### config.mk
export PLATFORM = sky130hd
export DESIGN_NAME = mux_4x1_rr_ctrl_flat
export DESIGN_NICKNAME = d
export VERILOG_FILES = /design/src/rtl/mux_4x1_rr_ctrl_if.sv /design/src/rtl/mux_4x1_rr_ctrl.sv /design/src/flat_wrapper.sv
export SDC_FILE = /design/constraint.sdc
export NUM_CORES = 1
export LEC_CHECK = 0
export ABC_AREA = 1
export BUFFER_PORTS_ARGS = -buffer_cell sky130_fd_sc_hd__buf_2
export CELL_PAD_IN_SITES_DETAIL_PLACEMENT = 1
export CELL_PAD_IN_SITES_GLOBAL_PLACEMENT = 2
export CORE_ASPECT_RATIO = 0.9
export CORE_MARGIN = 3
export CORE_UTILIZATION = 26
export CTS_CLUSTER_SIZE = 24
export DETAILED_ROUTE_END_ITERATION = 10
export PLACE_DENSITY = 0.76
export SETUP_SLACK_MARGIN = 0.1
export SLEW_MARGIN = 10
export SYNTH_ARGS = -nofsm -noshare
export SYNTH_HDL_FRONTEND = slang
export SYNTH_SLANG_ARGS = --single-unit
### constraint.sdc
create_clock -name clk -period 1.8 [get_ports clk]
set_clock_uncertainty 0.1 [all_clocks]
set_input_delay 0 -clock clk [delete_from_list [all_inputs] [get_ports clk]]
set_output_delay 0 -clock clk [all_outputs]
set_load 0.03 [all_outputs]
### src/rtl/mux_4x1_rr_ctrl_if.sv
// Bus between the round-robin collector, its four requesters, the mux_4x1_param
// it steers, and the downstream consumer. fsm_state mirrors the controller FSM.
interface mux_4x1_rr_ctrl_if #(
  parameter int N = 4
);
  logic [3:0]   req;
  logic [N-1:0] mux_out;
  logic [1:0]   sel;
  logic [3:0]   gnt;
  logic [N-1:0] dout;
  logic         dout_valid;
  logic         dout_ready;
  logic [1:0]   fsm_state;

  modport master (
    input  req, mux_out, dout_ready,
    output sel, gnt, dout, dout_valid, fsm_state
  );

  modport slave (
    output req, mux_out, dout_ready,
    input  sel, gnt, dout, dout_valid, fsm_state
  );
endinterface

### src/rtl/mux_4x1_rr_ctrl.sv
// Round-robin controller for mux_4x1_param: steers sel, registers the chosen word
// into a valid/ready stage, and pulses gnt[i]. Define MUX_RR_CNT_EN for grant_cnt.
module mux_4x1_rr_ctrl #(
  parameter int N = 4
) (
  input  logic                   clk,
  input  logic                   rst_n,
  mux_4x1_rr_ctrl_if.master      bus
`ifdef MUX_RR_CNT_EN
  ,
  output logic [15:0]            grant_cnt
`endif
);

  typedef enum logic [1:0] {
    IDLE   = 2'd0,
    SETTLE = 2'd1,
    HOLD   = 2'd2
  } state_t;

  state_t       state_q, state_d;
  logic [1:0]   sel_q, sel_d;
  logic [1:0]   last_q, last_d;
  logic [N-1:0] dout_q, dout_d;
  logic         dout_valid_q, dout_valid_d;
  logic [3:0]   gnt_q, gnt_d;
  logic         found;
  logic [1:0]   pick;
`ifdef MUX_RR_CNT_EN
  logic [15:0]  grant_cnt_q, grant_cnt_d;
`endif

  // Search starts just past the last granted channel, so that channel ranks last.
  always_comb begin
    found = 1'b0;
    pick  = sel_q;
    for (int k = 1; k <= 4; k++) begin
      if (!found && bus.req[2'(last_q + 2'(k))]) begin
        found = 1'b1;
        pick  = 2'(last_q + 2'(k));
      end
    end
  end

  // Handshake: a word transfers on a rising edge where dout_valid and dout_ready
  // are both high; dout is held stable while dout_valid is high and not accepted.
  always_comb begin
    state_d      = state_q;
    sel_d        = sel_q;
    last_d       = last_q;
    dout_d       = dout_q;
    dout_valid_d = dout_valid_q;
    gnt_d        = 4'b0000;
`ifdef MUX_RR_CNT_EN
    grant_cnt_d  = grant_cnt_q;
`endif
    case (state_q)
      IDLE: begin
        if (found) begin
          sel_d   = pick;
          state_d = SETTLE;
        end
      end
      SETTLE: begin
        if (bus.req[sel_q]) begin
          dout_d       = bus.mux_out;
          dout_valid_d = 1'b1;
          state_d      = HOLD;
        end else begin
          state_d = IDLE;
        end
      end
      HOLD: begin
        if (bus.dout_ready) begin
          dout_valid_d = 1'b0;
          gnt_d        = 4'b0001 << sel_q;
          last_d       = sel_q;
`ifdef MUX_RR_CNT_EN
          grant_cnt_d  = grant_cnt_q + 16'd1;
`endif
          state_d      = IDLE;
        end
      end
      default: state_d = IDLE;
    endcase
  end

  always_ff @(posedge clk or negedge rst_n) begin
    if (!rst_n) begin
      state_q      <= IDLE;
      sel_q        <= 2'd0;
      last_q       <= 2'd3;
      dout_q       <= '0;
      dout_valid_q <= 1'b0;
      gnt_q        <= 4'b0000;
`ifdef MUX_RR_CNT_EN
      grant_cnt_q  <= 16'd0;
`endif
    end else begin
      state_q      <= state_d;
      sel_q        <= sel_d;
      last_q       <= last_d;
      dout_q       <= dout_d;
      dout_valid_q <= dout_valid_d;
      gnt_q        <= gnt_d;
`ifdef MUX_RR_CNT_EN
      grant_cnt_q  <= grant_cnt_d;
`endif
    end
  end

  assign bus.sel        = sel_q;
  assign bus.gnt        = gnt_q;
  assign bus.dout       = dout_q;
  assign bus.dout_valid = dout_valid_q;
  assign bus.fsm_state  = state_q;
`ifdef MUX_RR_CNT_EN
  assign grant_cnt      = grant_cnt_q;
`endif

endmodule
### src/flat_wrapper.sv
// flat-port wrapper written by rule: the top's interface ports become plain ports
module mux_4x1_rr_ctrl_flat 
#(
  parameter int N = 4
)
  (clk, rst_n, bus_req, bus_mux_out, bus_dout_ready, bus_sel, bus_gnt, bus_dout, bus_dout_valid, bus_fsm_state);
  mux_4x1_rr_ctrl_if #(.N(N)) bus_i ();
  input  logic clk;
  input  logic rst_n;
  input wire logic [$bits(bus_i.req)-1:0] bus_req;
  input wire logic [$bits(bus_i.mux_out)-1:0] bus_mux_out;
  input wire logic [$bits(bus_i.dout_ready)-1:0] bus_dout_ready;
  output wire logic [$bits(bus_i.sel)-1:0] bus_sel;
  output wire logic [$bits(bus_i.gnt)-1:0] bus_gnt;
  output wire logic [$bits(bus_i.dout)-1:0] bus_dout;
  output wire logic [$bits(bus_i.dout_valid)-1:0] bus_dout_valid;
  output wire logic [$bits(bus_i.fsm_state)-1:0] bus_fsm_state;
  assign bus_i.req = bus_req;
  assign bus_i.mux_out = bus_mux_out;
  assign bus_i.dout_ready = bus_dout_ready;
  assign bus_sel = bus_i.sel;
  assign bus_gnt = bus_i.gnt;
  assign bus_dout = bus_i.dout;
  assign bus_dout_valid = bus_i.dout_valid;
  assign bus_fsm_state = bus_i.fsm_state;
  mux_4x1_rr_ctrl #(.N(N)) u_core (.clk(clk), .rst_n(rst_n), .bus(bus_i));
endmodule
Word-level counts from Yosys, hierarchy flattened
Index checks and enable logic that the tools add are counted.

Bits of input ports: 11. Word-level logic and storage cells: 61. Latch bits: 0. Memory bits (writable): 0. Memories kept: 0. Flip-flop bits (word level): 15. ROM bits: 0.

Multiplexer cells: 27. $mul: 0. Equal/unequal tests: 5. Bitwise logic cells: 0. Add/sub/neg operators: 3. Shift-type cells: 1. Reductions and logical operators: 14. $lt $le $gt $ge: 5. Divide/modulo/power cells: 0.

Operators by type and width (count): $lt A2 B3 Y1 const B (5); $mux W2 (7); $mux W1 (11); $bmux W1 S2 (5); $mux W4 (2); $pmux W2 S3 (1); $reduce_and A2 Y1 (3); $reduce_and A3 Y1 (2); $add A2 B2 Y2 const B (2); $ne A2 B1 Y1 const B (2); $reduce_bool A4 Y1 (1); $shl A1 B2 Y4 const A (1); $logic_and A1 B1 Y1 (3); $logic_not A1 Y1 (3); $add A2 B1 Y2 const B (1); $eq A2 B1 Y1 const B (1); $eq A2 B2 Y1 const B (1); $logic_not A2 Y1 (1); $ne A2 B2 Y1 const B (1); $pmux W1 S2 (1); $reduce_bool A2 Y1 (1).

Depth between registers and ports, before layout
Gate-level depths: netlist of the first run.

Depth in word-level cells: 15. Gate-level depth with buffers: 12.

Worst setup path before layout of the first run
OpenSTA, ideal clock, no wires.

Kind: reg2reg. Start: reg u_core.sel_q[0] (netlist: u_core.bus.sel[0]). End: reg u_core.dout_q[0] (netlist: u_core.bus.dout[0]). Clock period less this slack: 1.536 ns. Stages on the path, launching flop included: 7. Data required time: 1.570 ns. Path buffers: 1. Arrival: 1.307 ns. Path slack: 0.264 ns. Cell sequence: dfrtp_1 > clkbuf_2 > a21oi_1 > o21ai_1 > nand4_1 > nand2_1 > o21ai_1.

Longest elaborated chain between the ends: 3.

Ends and longest elaborated chain: start, declared (RTL line mux_4x1_rr_ctrl.sv:22) `logic [1:0] sel_q, sel_d;`; start signal, assigned (RTL line mux_4x1_rr_ctrl.sv:101) `sel_q <= sel_d;`; $bmux W1 S2 (RTL line mux_4x1_rr_ctrl.sv:65) `if (bus.req[sel_q]) begin`; $mux W1 (not written as such) (RTL line mux_4x1_rr_ctrl.sv:65); $reduce_and A2 Y1 (no source line); end signal, assigned (RTL line mux_4x1_rr_ctrl.sv:103) `dout_q <= dout_d;`; end, declared (RTL line mux_4x1_rr_ctrl.sv:24) `logic [N-1:0] dout_q, dout_d;`.

Every way passes these cells. The select of a mux whose other input is x is not followed. A chain may end at the register's enable or synchronous reset.

Worst setup path in the final report of the first run
Start: reg u_core.last_q[0]. End: reg u_core.sel_q[0] (netlist: u_core.bus.sel[0]).

Longest elaborated chain between the ends: 14.

Ends and longest elaborated chain: start, declared (RTL line mux_4x1_rr_ctrl.sv:23) `logic [1:0] last_q, last_d;`; start signal, assigned (RTL line mux_4x1_rr_ctrl.sv:102) `last_q <= last_d;`; $add A2 B1 Y2 (RTL line mux_4x1_rr_ctrl.sv:38, mux_4x1_rr_ctrl.sv:40); $bmux W1 S2 (RTL line mux_4x1_rr_ctrl.sv:38) `if (!found && bus.req[2'(last_q + 2'(k))]) begin`; $mux W1 (not written as such) (RTL line mux_4x1_rr_ctrl.sv:38); $mux W1 (RTL line mux_4x1_rr_ctrl.sv:38); $logic_not A1 Y1 (RTL line mux_4x1_rr_ctrl.sv:38); $logic_and A1 B1 Y1 (RTL line mux_4x1_rr_ctrl.sv:38); $mux W1 (RTL line mux_4x1_rr_ctrl.sv:38); $logic_not A1 Y1 (RTL line mux_4x1_rr_ctrl.sv:38); $logic_and A1 B1 Y1 (RTL line mux_4x1_rr_ctrl.sv:38); $mux W1 (RTL line mux_4x1_rr_ctrl.sv:38); $logic_not A1 Y1 (RTL line mux_4x1_rr_ctrl.sv:38); $logic_and A1 B1 Y1 (RTL line mux_4x1_rr_ctrl.sv:38); $reduce_bool A4 Y1 (no source line) / $mux W1 (equally long branches); $reduce_and A3 Y1 (no source line).

Several ways; a longest one is shown, not always the timed one. The select of a mux whose other input is x is not followed.

==> results.py, run 1 <==
metrics = {
    "power": {
        "clkPwrFrac_pct": 11.7,
        "power.switching_mw": 1.204,
        "sequentialPowerShare_pct": 26.8,
        "ir_worst_vdd_v": 0.0007728,
        "power_leakage_nw": 0.6835,
        "p_per_area_nw_per_um2": 1916,
        "sw_frac_of_total_pct": 51.34,
        "p_int_mw": 1.141,
        "comb_power_share_pct": 61.5,
    },
    "cells_and_area": {
        "finalNetCount": 177,
        "postLayoutCoreUtil_pct": 39.00,
        "post_route_cells_drive_above_1_share_pct": 33.94,
        "area_growth_pct": 40.52,
        "antenna_cells": 0,
        "fin_cells": 207,
        "nFillCells": 412,
        "final_area_um2": 1224,
    },
    "timing": {
        "fin_crit_sh_pct": 94.27,
        "fin_setup_tns_ns": 0,
        "hold_viol_final": 0,
        "setup_viol": 0,
        "max_freq_mhz": 589.3,
        "tightest_slew_ns": 0.3429,
        "slew_violations": 0,
        "min_period_ns": 1.697,
        "relSlewSlack_pct": 77.14,
        "rsz0062_at_grt": "yes",
    },
    "clocking": {
        "cts_root_buf": "clkbuf_8",
        "clk_pin_slew_ns": 0.07,
        "clkLatencyLatePin_ns": 0.25,
        "clockBufferDepth": 2,
        "clock-sinks": 15,
        "tritoncts": "done",
        "htreeDepth": 1,
        "cts_buffers": 3,
    },
    "critical_path": {
        "critPathRequiredTime_ns": 1.84,
        "r2r_cells": 12,
        "start_kind": "register",
        "rrSetupSlack_ns": 0.10,
        "critical_path_class": "register to register",
        "cp_data_arrival_time_ns": 1.74,
        "crit_path_end_kind": "register",
        "worst-path-max-fanout": 6,
    },
    "place": {
        "gp_congestion": 0.7720,
        "dpl.hpwl_mm": 1.983,
        "io_buffers": 23,
        "placed_cells": 191,
        "dpl_cell_area_um2": 1022,
    },
    "logic_synthesis": {
        "syn_area_per_cell_um2": 6.803,
        "synthMostInstantiatedCell": "nand2_1",
        "synth_edf_count": 0,
        "yosys.area.top_type_share_pct": 37.36,
        "syn_nets": 139,
        "yosysSeqAreaShare_pct": 43.39,
        "synth_seq_cells": 15,
        "synthFlopType": "dfrtp_1",
        "synthCells": 128,
        "ys_types": 18,
        "synth_common_cells": "nand2_1, dfrtp_1, inv_1",
        "synthTopCellsByArea": "dfrtp_1, nand2_1, dfstp_2",
        "syn-cell-area_um2": 870.8,
        "yosysWarnings": 0,
        "async_flop_share_pct": 100.0,
        "yosysTopAreaCell": "dfrtp_1",
    },
    "routing": {
        "antenna_left": 0,
        "first_pass_iters": 5,
        "drt_iter0_drc": 32,
        "via_per_inst": 4.483,
        "route.vias.total": 928,
        "route.detailed.drc": 0,
        "wl_per_cell_um": 12.24,
        "routed_wl_mm": 2.533,
    },
    "floorplan": {
        "die_h_um": 60.91,
        "std_cell_rows": 19,
        "pin_count": 24,
        "dieArea_um2": 4081,
        "core_um2": 3138,
        "start_util_pct": 27.75,
        "die_w_um": 67.01,
    },
    "job": {
        "maxCapViolations": 0,
    },
    "global_route": {
        "antenna_found_initial": 0,
        "grt_start_max_net_pins": 16,
        "grt_pass1_vias": 963,
        "overflow": 0,
        "track_usage_pct": 14.53,
        "grt_pass1_wl_mm": 4.457,
    },
    "hold_path": {
        "min_path_type": "input port to asynchronous set/reset pin",
    },
    "status": {
        "status": "finished clean",
    },
}
[sequential cells by signal, summed over array words and instances (netlist names)]
signal and cells:
u_core.bus.dout 4, u_core.bus.dout_valid 1, u_core.bus.fsm_state 2, u_core.bus.gnt 4
u_core.bus.sel 2, u_core.last_q 2
[stage by stage]
step           total power, mW  setup WS (ns)  hold WS (ns)
2_1_floorplan            1.541         0.2635       -0.3956
3_3_place_gp             1.821        0.05973       -0.1812
3_5_place_dp             1.860       0.004828       -0.1701
4_1_cts                  2.203        0.08245       0.09040
5_1_grt                  2.597       -0.03564        0.1190
6_report                 2.344         0.1032       0.08986
[worst max-delay path: stages (launching register included)]
cell and delay, ns:
dfstp_2 0.61, buf_6 0.13, nand2_1 0.06, nand2_2 0.07, nand2_2 0.06, nand2_4 0.09
nand2_4 0.06, nor2_4 0.11, nand2_2 0.06, nand2_1 0.07, nand2_1 0.06, nand2_1 0.07
nand2_1 0.05
[cell type report]
cell class                      instances  area [µm²]  share of cell area (%)
Multi-Input combinational cell         95       454.2                   37.12
Timing Repair Buffer                   35       227.7                   18.61
Inverter                               16       62.56                   5.112
Tap cell                               42       52.55                   4.294
Clock inverter                          1       7.507                  0.6135
Sequential cell                        15       377.9                   30.88
Clock buffer                            3       41.29                   3.374
[cell usage in the layout (no fill, tap or decap), drive strengths merged]
| cell | Yosys | layout |
|---|---|---|
| dlygate4sd3 | 0 | 6 |
| dfstp | 2 | 2 |
| nor3 | 3 | 3 |
| clkbuf | 1 | 3 |
| buf | 1 | 29 |
| nor2 | 7 | 7 |
| clkinvlp | 0 | 1 |
| o21ai | 9 | 9 |
| nand3 | 10 | 10 |
| dfrtp | 13 | 13 |
| nand2 | 62 | 62 |
| nand4 | 1 | 1 |
| inv | 16 | 16 |
| a21oi | 2 | 2 |
| o31ai | 1 | 1 |
[power groups by stage]
stage	combinational [mW]	clock, mW	sequential (mW)
floorplan	0.770	0	0.771
CTS	1.29	0.287	0.630
global placement	1.18	0	0.638
finish	1.44	0.274	0.629
detailed placement	1.21	0	0.648
global route	1.63	0.310	0.658
[repair_timing]
item	in CTS	in global routing
pin swaps	1	9
gates cloned	0	0
gates resized for setup	2	14
hold buffers	6	0
buffers inserted	2	4
endpoints found under the hold margin	20	0
endpoints found under the setup margin	2	7
[logic make-up (layout without fill, tap and decap cells)]
logic type	Yosys count	after routing	share of synthesized area (%)
DFF	15	15	43.39
buffers and inverters	18	55	8.764
and+or+nand+nor	83	83	40.23
AOI/OAI and AO/OA	12	12	7.616
[final timing paths]
path,startpoint,end
setup / recovery,u_core.last_q[0]$_DFFE_PN1P_,u_core.bus.sel[0]$_DFFE_PN0P_
hold / removal,rst_n,u_core.bus.dout[0]$_DFFE_PN0P_
setup reg to reg,u_core.last_q[0]$_DFFE_PN1P_,u_core.bus.sel[0]$_DFFE_PN0P_
hold reg to reg,u_core.bus.dout_valid$_DFFE_PN0P_,u_core.bus.dout_valid$_DFFE_PN0P_
max in group asynchronous,rst_n,u_core.last_q[1]$_DFFE_PN1P_
min in group clk,bus_req[3],u_core.bus.fsm_state[1]$_DFFE_PN0P_
[routing by layer]
layer / vias up / part of all wire (%) / track usage, % / routed length (µm)
met4: 0 / 0.43 / 3.468 / 11
met1: 431 / 44 / 17.71 / 1111
met5: - / 0 / 0 / 0
met3: 2 / 4.9 / 3.333 / 123
met2: 21 / 51 / 26.05 / 1287
li1: 474 / - / - / -
No activity file was read; power rests on OpenSTA's default activity.
==> inputs of run 2 (changes only) <==
Settings changed: CORE_ASPECT_RATIO 0.9 to default.
==> run 2 against run 1 <==
- critical path depth fell by 1
- register-to-register slack barely moved
- worst hold slack got worse by 0.031 ns
- core utilization rose by 0.32 points
- sequential share of layout area fell by 0.16 points
- global-route usage fell by 0.63 points
- non-clock buffer count rose by 2
- sequential power fell by 1%
==> results.py, run 2 (same netlist as run 1, synthesis figures left out) <==
metrics = {
    "routing": {
        "route.vias.total": 919,
        "routed_wl_mm": 2.500,
        "antenna_left": 0,
        "wl_per_cell_um": 11.85,
        "via_per_inst": 4.355,
        "route.detailed.drc": 0,
        "drt_iter0_drc": 23,
        "first_pass_iters": 3,
    },
    "floorplan": {
        "core_um2": 3128,
        "dieArea_um2": 4080,
        "die_w_um": 63.88,
        "pin_count": 24,
        "die_h_um": 63.88,
        "std_cell_rows": 20,
        "start_util_pct": 27.84,
    },
    "timing": {
        "fin_crit_sh_pct": 94.38,
        "setup_slack_ns": 0.1012,
        "rsz0062_at_grt": "yes",
        "min_period_ns": 1.699,
        "relSlewSlack_pct": 77.30,
        "max_freq_mhz": 588.7,
        "setup_viol": 0,
        "hold_viol_final": 0,
        "slew_violations": 0,
        "holdWs_ns": 0.05912,
        "tightest_slew_ns": 0.3405,
    },
    "place": {
        "placed_cells": 193,
        "dpl.hpwl_mm": 1.971,
        "io_buffers": 23,
        "pre_cts_ws_ns": -0.05220,
        "gp_congestion": 0.7364,
    },
    "critical_path": {
        "critical_path_class": "register to register",
        "r2r_cells": 11,
        "worst-path-max-fanout": 10,
        "cp_data_arrival_time_ns": 1.77,
        "rrSetupSlack_ns": 0.10,
        "critPathRequiredTime_ns": 1.87,
        "crit_path_end_kind": "register",
        "start_kind": "register",
    },
    "cells_and_area": {
        "antenna_cells": 0,
        "final_common_cell": "nand2_1",
        "postLayoutCoreUtil_pct": 39.32,
        "fin_cells": 211,
        "area_growth_pct": 41.24,
        "finalNetCount": 179,
        "post_route_cells_drive_above_1_share_pct": 37.13,
        "final_cell_mix": "nand2_1, buf_2, nand2_2",
    },
    "clocking": {
        "clk_pin_slew_ns": 0.09,
        "cts_buffers": 3,
        "clkLatencyLatePin_ns": 0.28,
        "cts_root_buf": "clkbuf_4",
        "htreeDepth": 1,
        "clockBufferDepth": 2,
        "clock-sinks": 15,
        "tritoncts": "done",
    },
    "power": {
        "sequentialPowerShare_pct": 27.0,
        "ir_worst_vdd_v": 0.0006639,
        "power.switching_mw": 1.207,
        "p_int_mw": 1.092,
        "sw_frac_of_total_pct": 52.50,
        "power_leakage_nw": 0.6826,
        "p_per_area_nw_per_um2": 1870,
        "power_mw": 2.300,
        "clkPwrFrac_pct": 8.1,
        "comb_power_share_pct": 64.9,
    },
    "global_route": {
        "grtUsageMet2_pct": 25.81,
        "grt_pass1_wl_mm": 4.505,
        "track_usage_pct": 13.90,
        "grt_start_max_net_pins": 16,
        "grt_util_met1_pct": 15.47,
        "antenna_found_initial": 0,
        "top_usage_layer": "met2",
        "overflow": 0,
        "use_met3_pct": 3.339,
        "grt_pass1_vias": 1026,
    },
    "status": {
        "status": "finished clean",
    },
    "job": {
        "maxCapViolations": 0,
    },
    "hold_path": {
        "min_path_type": "input port to asynchronous set/reset pin",
    },
}
-- run 2: changes by cell type in the layout (fill, tap and decap cells not counted), sizes merged --
cell | previous run | this run
buf | 29 | 31
clkinvlp | 1 | 0
clkbuf | 3 | 4
-- run 2: timing repair --
| action | 4_1_cts | 5_1_grt |
|---|---|---|
| hold buffers | 6 | 0 |
| hold endpoints to repair | 22 | 0 |
| resized for setup | 11 | 8 |
| pin swaps | 5 | 2 |
| setup endpoints to repair | 3 | 6 |
| buffers inserted | 6 | 2 |
-- run 2: power groups by stage --
stage          Clock [mW]  Combinational [mW]  Sequential, mW
5_1_grt             0.226                1.68           0.646
3_5_place_dp            0                1.22           0.643
4_1_cts             0.199                1.43           0.624
6_report            0.187                1.49           0.620
2_1_floorplan           0               0.770           0.771
3_3_place_gp            0                1.20           0.637
-- run 2: cell type report --
class,instances,area (µm²)
well taps,44,55.05
multi-input cells,95,469.2
clock buffers,4,26.28
inverters,16,62.56
fillers,423,1898
flip-flops and latches,15,377.9
repair buffers,37,239.0
-- run 2: metal layers --
metal / vias up / wire length [µm]
met5: - / 0
met4: 0 / 14
met3: 2 / 103
met2: 16 / 1316
met1: 427 / 1065
li1: 474 / -
-- run 2: worst paths after layout --
check,startpoint,end
setup / recovery,u_core.last_q[0]$_DFFE_PN1P_,u_core.bus.sel[1]$_DFFE_PN0P_
hold / removal,rst_n,u_core.bus.dout_valid$_DFFE_PN0P_
setup reg to reg,u_core.last_q[0]$_DFFE_PN1P_,u_core.bus.sel[1]$_DFFE_PN0P_
hold reg to reg,u_core.bus.dout_valid$_DFFE_PN0P_,u_core.bus.dout_valid$_DFFE_PN0P_
max in group asynchronous,rst_n,u_core.last_q[1]$_DFFE_PN1P_
min in group clk,bus_req[2],u_core.bus.sel[1]$_DFFE_PN0P_
-- run 2: through the flow --
step                      area [µm²]  TNS [ns]
after global placement          1025  -0.04514
after floorplan                870.8         0
after detailed placement        1025  -0.08926
final                           1230         0
after global routing            1230  -0.07732
after CTS                       1190         0
-- run 2: critical path: stages, from the launching register on --
cell and delay [ns]:
dfstp_2 0.63, inv_4 0.09, nand2_2 0.07, nand2_2 0.09, nand2_1 0.07, nand2_1 0.08
nor2_4 0.13, nand3_2 0.08, nand2_2 0.10, nor2_1 0.05, nand2_1 0.06, nand2_1 0.04
==> inputs of run 3 (changes only) <==
Settings changed: ABC_AREA 1 to default, CORE_UTILIZATION 26 to 29, PLACE_DENSITY 0.76 to 0.77.
==> run 3 against run 2 <==
- worst setup slack gained 0.061 ns
- cell area shrank 22%
- global-route usage shrank 1.0 points
- critical path type unchanged
- largest cell class is now sequential cells
==> results.py, run 3 <==
metrics = {
    "status": {
        "status": "finished clean",
    },
    "cells_and_area": {
        "multi_input_area_um2": 325.3,
        "antenna_cells": 0,
        "post_route_cells_drive_above_1_share_pct": 40.82,
        "nFillCells": 282,
        "final_common_cell": "buf_2",
        "layout.area.seq_um2": 379.1,
        "area_growth_pct": 32.01,
        "final_cell_mix": "buf_2, dfrtp_1, nor2_1",
        "finalNetCount": 110,
    },
    "global_route": {
        "grt_pass1_vias": 644,
        "grt_start_max_net_pins": 16,
        "track_usage_pct": 12.89,
        "antenna_found_initial": 0,
        "overflow": 0,
        "grt_pass1_wl_mm": 3.174,
    },
    "timing": {
        "setup_slack_ns": 0.1625,
        "tightest_slew_ns": 0.4094,
        "setup_viol": 0,
        "hold_viol_final": 0,
        "max_freq_mhz": 610.7,
        "relSlewSlack_pct": 72.71,
        "slew_violations": 0,
        "fin_setup_tns_ns": 0,
        "rsz0062_at_grt": "no",
        "min_period_ns": 1.637,
        "fin_crit_sh_pct": 90.97,
    },
    "floorplan": {
        "std_cell_rows": 17,
        "die_w_um": 56.07,
        "start_util_pct": 31.64,
        "dieArea_um2": 3143,
        "core_um2": 2297,
        "pin_count": 24,
        "die_h_um": 56.07,
    },
    "clocking": {
        "clock-sinks": 15,
        "clockBufferDepth": 2,
        "tritoncts": "done",
        "cts_root_buf": "clkbuf_4",
        "postCtsSetupRepairBufs": 0,
        "clkLatencyLatePin_ns": 0.28,
        "cts_buffers": 3,
        "clk_pin_slew_ns": 0.10,
        "htreeDepth": 1,
    },
    "logic_synthesis": {
        "async_flop_share_pct": 100.0,
        "syn_nets": 79,
        "synth_seq_cells": 15,
        "synth_common_cells": "dfrtp_1, nor2_1, nand2_1",
        "yosysTopAreaCell": "dfrtp_1",
        "synthTopCellsByArea": "dfrtp_1, dfstp_2, mux2_2",
        "synthCells": 68,
        "synthMostInstantiatedCell": "dfrtp_1",
        "yosysWarnings": 0,
        "syn_area_per_cell_um2": 10.69,
        "yosys.area.top_type_share_pct": 44.75,
        "syn-cell-area_um2": 726.9,
        "yosysSeqAreaShare_pct": 51.98,
        "synthFlopType": "dfrtp_1",
        "synth_edf_count": 0,
        "ys_types": 30,
    },
    "routing": {
        "routed_wl_mm": 1.848,
        "antenna_left": 0,
        "route.detailed.drc": 0,
        "drt_iter0_drc": 7,
        "via_per_inst": 4.786,
        "wl_per_cell_um": 14.67,
        "route.vias.total": 603,
        "first_pass_iters": 4,
    },
    "place": {
        "io_buffers": 23,
        "gp_congestion": 0.7810,
        "dpl.hpwl_mm": 1.374,
        "pre_cts_ws_ns": 0.1119,
    },
    "hold_path": {
        "min_path_type": "input port to asynchronous set/reset pin",
    },
    "power": {
        "power_leakage_nw": 0.4562,
        "power_mw": 1.585,
        "p_per_area_nw_per_um2": 1652,
        "ir_worst_vdd_v": 0.0006977,
    },
    "critical_path": {
        "critPathRequiredTime_ns": 1.88,
        "start_kind": "register",
        "crit_path_end_kind": "register",
        "timing.rr.start": "u_core.last_q[0]$_DFFE_PN1P_",
        "worst-path-max-fanout": 6,
        "reg2reg_to": "u_core.bus.sel[1]$_DFFE_PN0P_",
        "critical_path_class": "register to register",
        "worstSetupStartpoint": "u_core.last_q[0]$_DFFE_PN1P_",
        "r2r_cells": 4,
        "cp_data_arrival_time_ns": 1.71,
        "rrSetupSlack_ns": 0.16,
    },
    "job": {
        "maxCapViolations": 0,
    },
}
run 3: cell count changes after synthesis, moves of 3 or more:
cell / change
inv_1: -8
inv_2: -3
mux2_2: +4
nand2_1: -50
nand2_2: -6
nand3_1: -10
o21ai_1: -5
o22ai_1: +4
run 3: repair_timing:
action | 4_1_cts | 5_1_grt
hold endpoints to repair | 22 | 0
endpoints found under the setup margin | 1 | 5
hold buffers | 6 | 0
pin swaps | 1 | 0
resized for setup | 0 | 3
run 3: kinds of logic after synthesis:
kind of cell,count (synthesis),synth area share [%]
DFF,15,51.98
xor gates and xnor gates,1,1.205
and+or+nand+nor,23,16.18
muxes,6,9.638
buffers and inverters,8,5.852
AOI/OAI and AO/OA,15,15.14
run 3: critical path, stage by stage, from the launching register on:
cell and delay (ns):
dfstp_2 0.41, or3b_4 0.41, a2111oi_4 0.29, a31oi_1 0.07, mux2_4 0.26
run 3: layout make-up:
| class | count | area share [%] |
|---|---|---|
| flip-flops and latches | 15 | 39.50 |
| multi-input cells | 45 | 33.90 |
| repair buffers | 29 | 18.25 |
| well taps | 28 | 3.651 |
| clock buffers | 4 | 2.738 |
| inverters | 5 | 1.956 |
run 3: stage by stage:
step	cells	utilization [%]	hold WS [ns]	instance area, µm²
finish	126	41.78	0.04182	959.7
global route	126	41.78	0.06502	959.7
detailed placement	116	37.20	-0.1734	854.6
floorplan	68	-	-0.3956	728.2
CTS	126	40.96	0.04070	940.9
global placement	116	37.20	-0.1795	854.6
run 3: worst max-delay path by stage:
stage | endpoint
floorplan | u_core.bus.dout[0]$_DFFE_PN0P_
global placement | u_core.bus.sel[1]$_DFFE_PN0P_
detailed placement | u_core.bus.sel[1]$_DFFE_PN0P_
CTS | u_core.bus.dout[2]$_DFFE_PN0P_
global route | u_core.bus.sel[1]$_DFFE_PN0P_
finish | u_core.bus.sel[1]$_DFFE_PN0P_
run 3: power by group:
part | switching, mW | internal [mW]
Sequential | 0.157 | 0.485
Clock | 0.109 | 0.0857
Combinational | 0.447 | 0.301
run 3: per-layer routing:
| layer | global-route usage, % | vias up | part of all wire (%) |
|---|---|---|---|
| li1 | - | 301 | - |
| met1 | 16.43 | 288 | 45 |
| met5 | 0 | - | 0 |
| met3 | 2.552 | 2 | 3.4 |
| met4 | 4.068 | 0 | 0.49 |
| met2 | 21.70 | 12 | 51 |
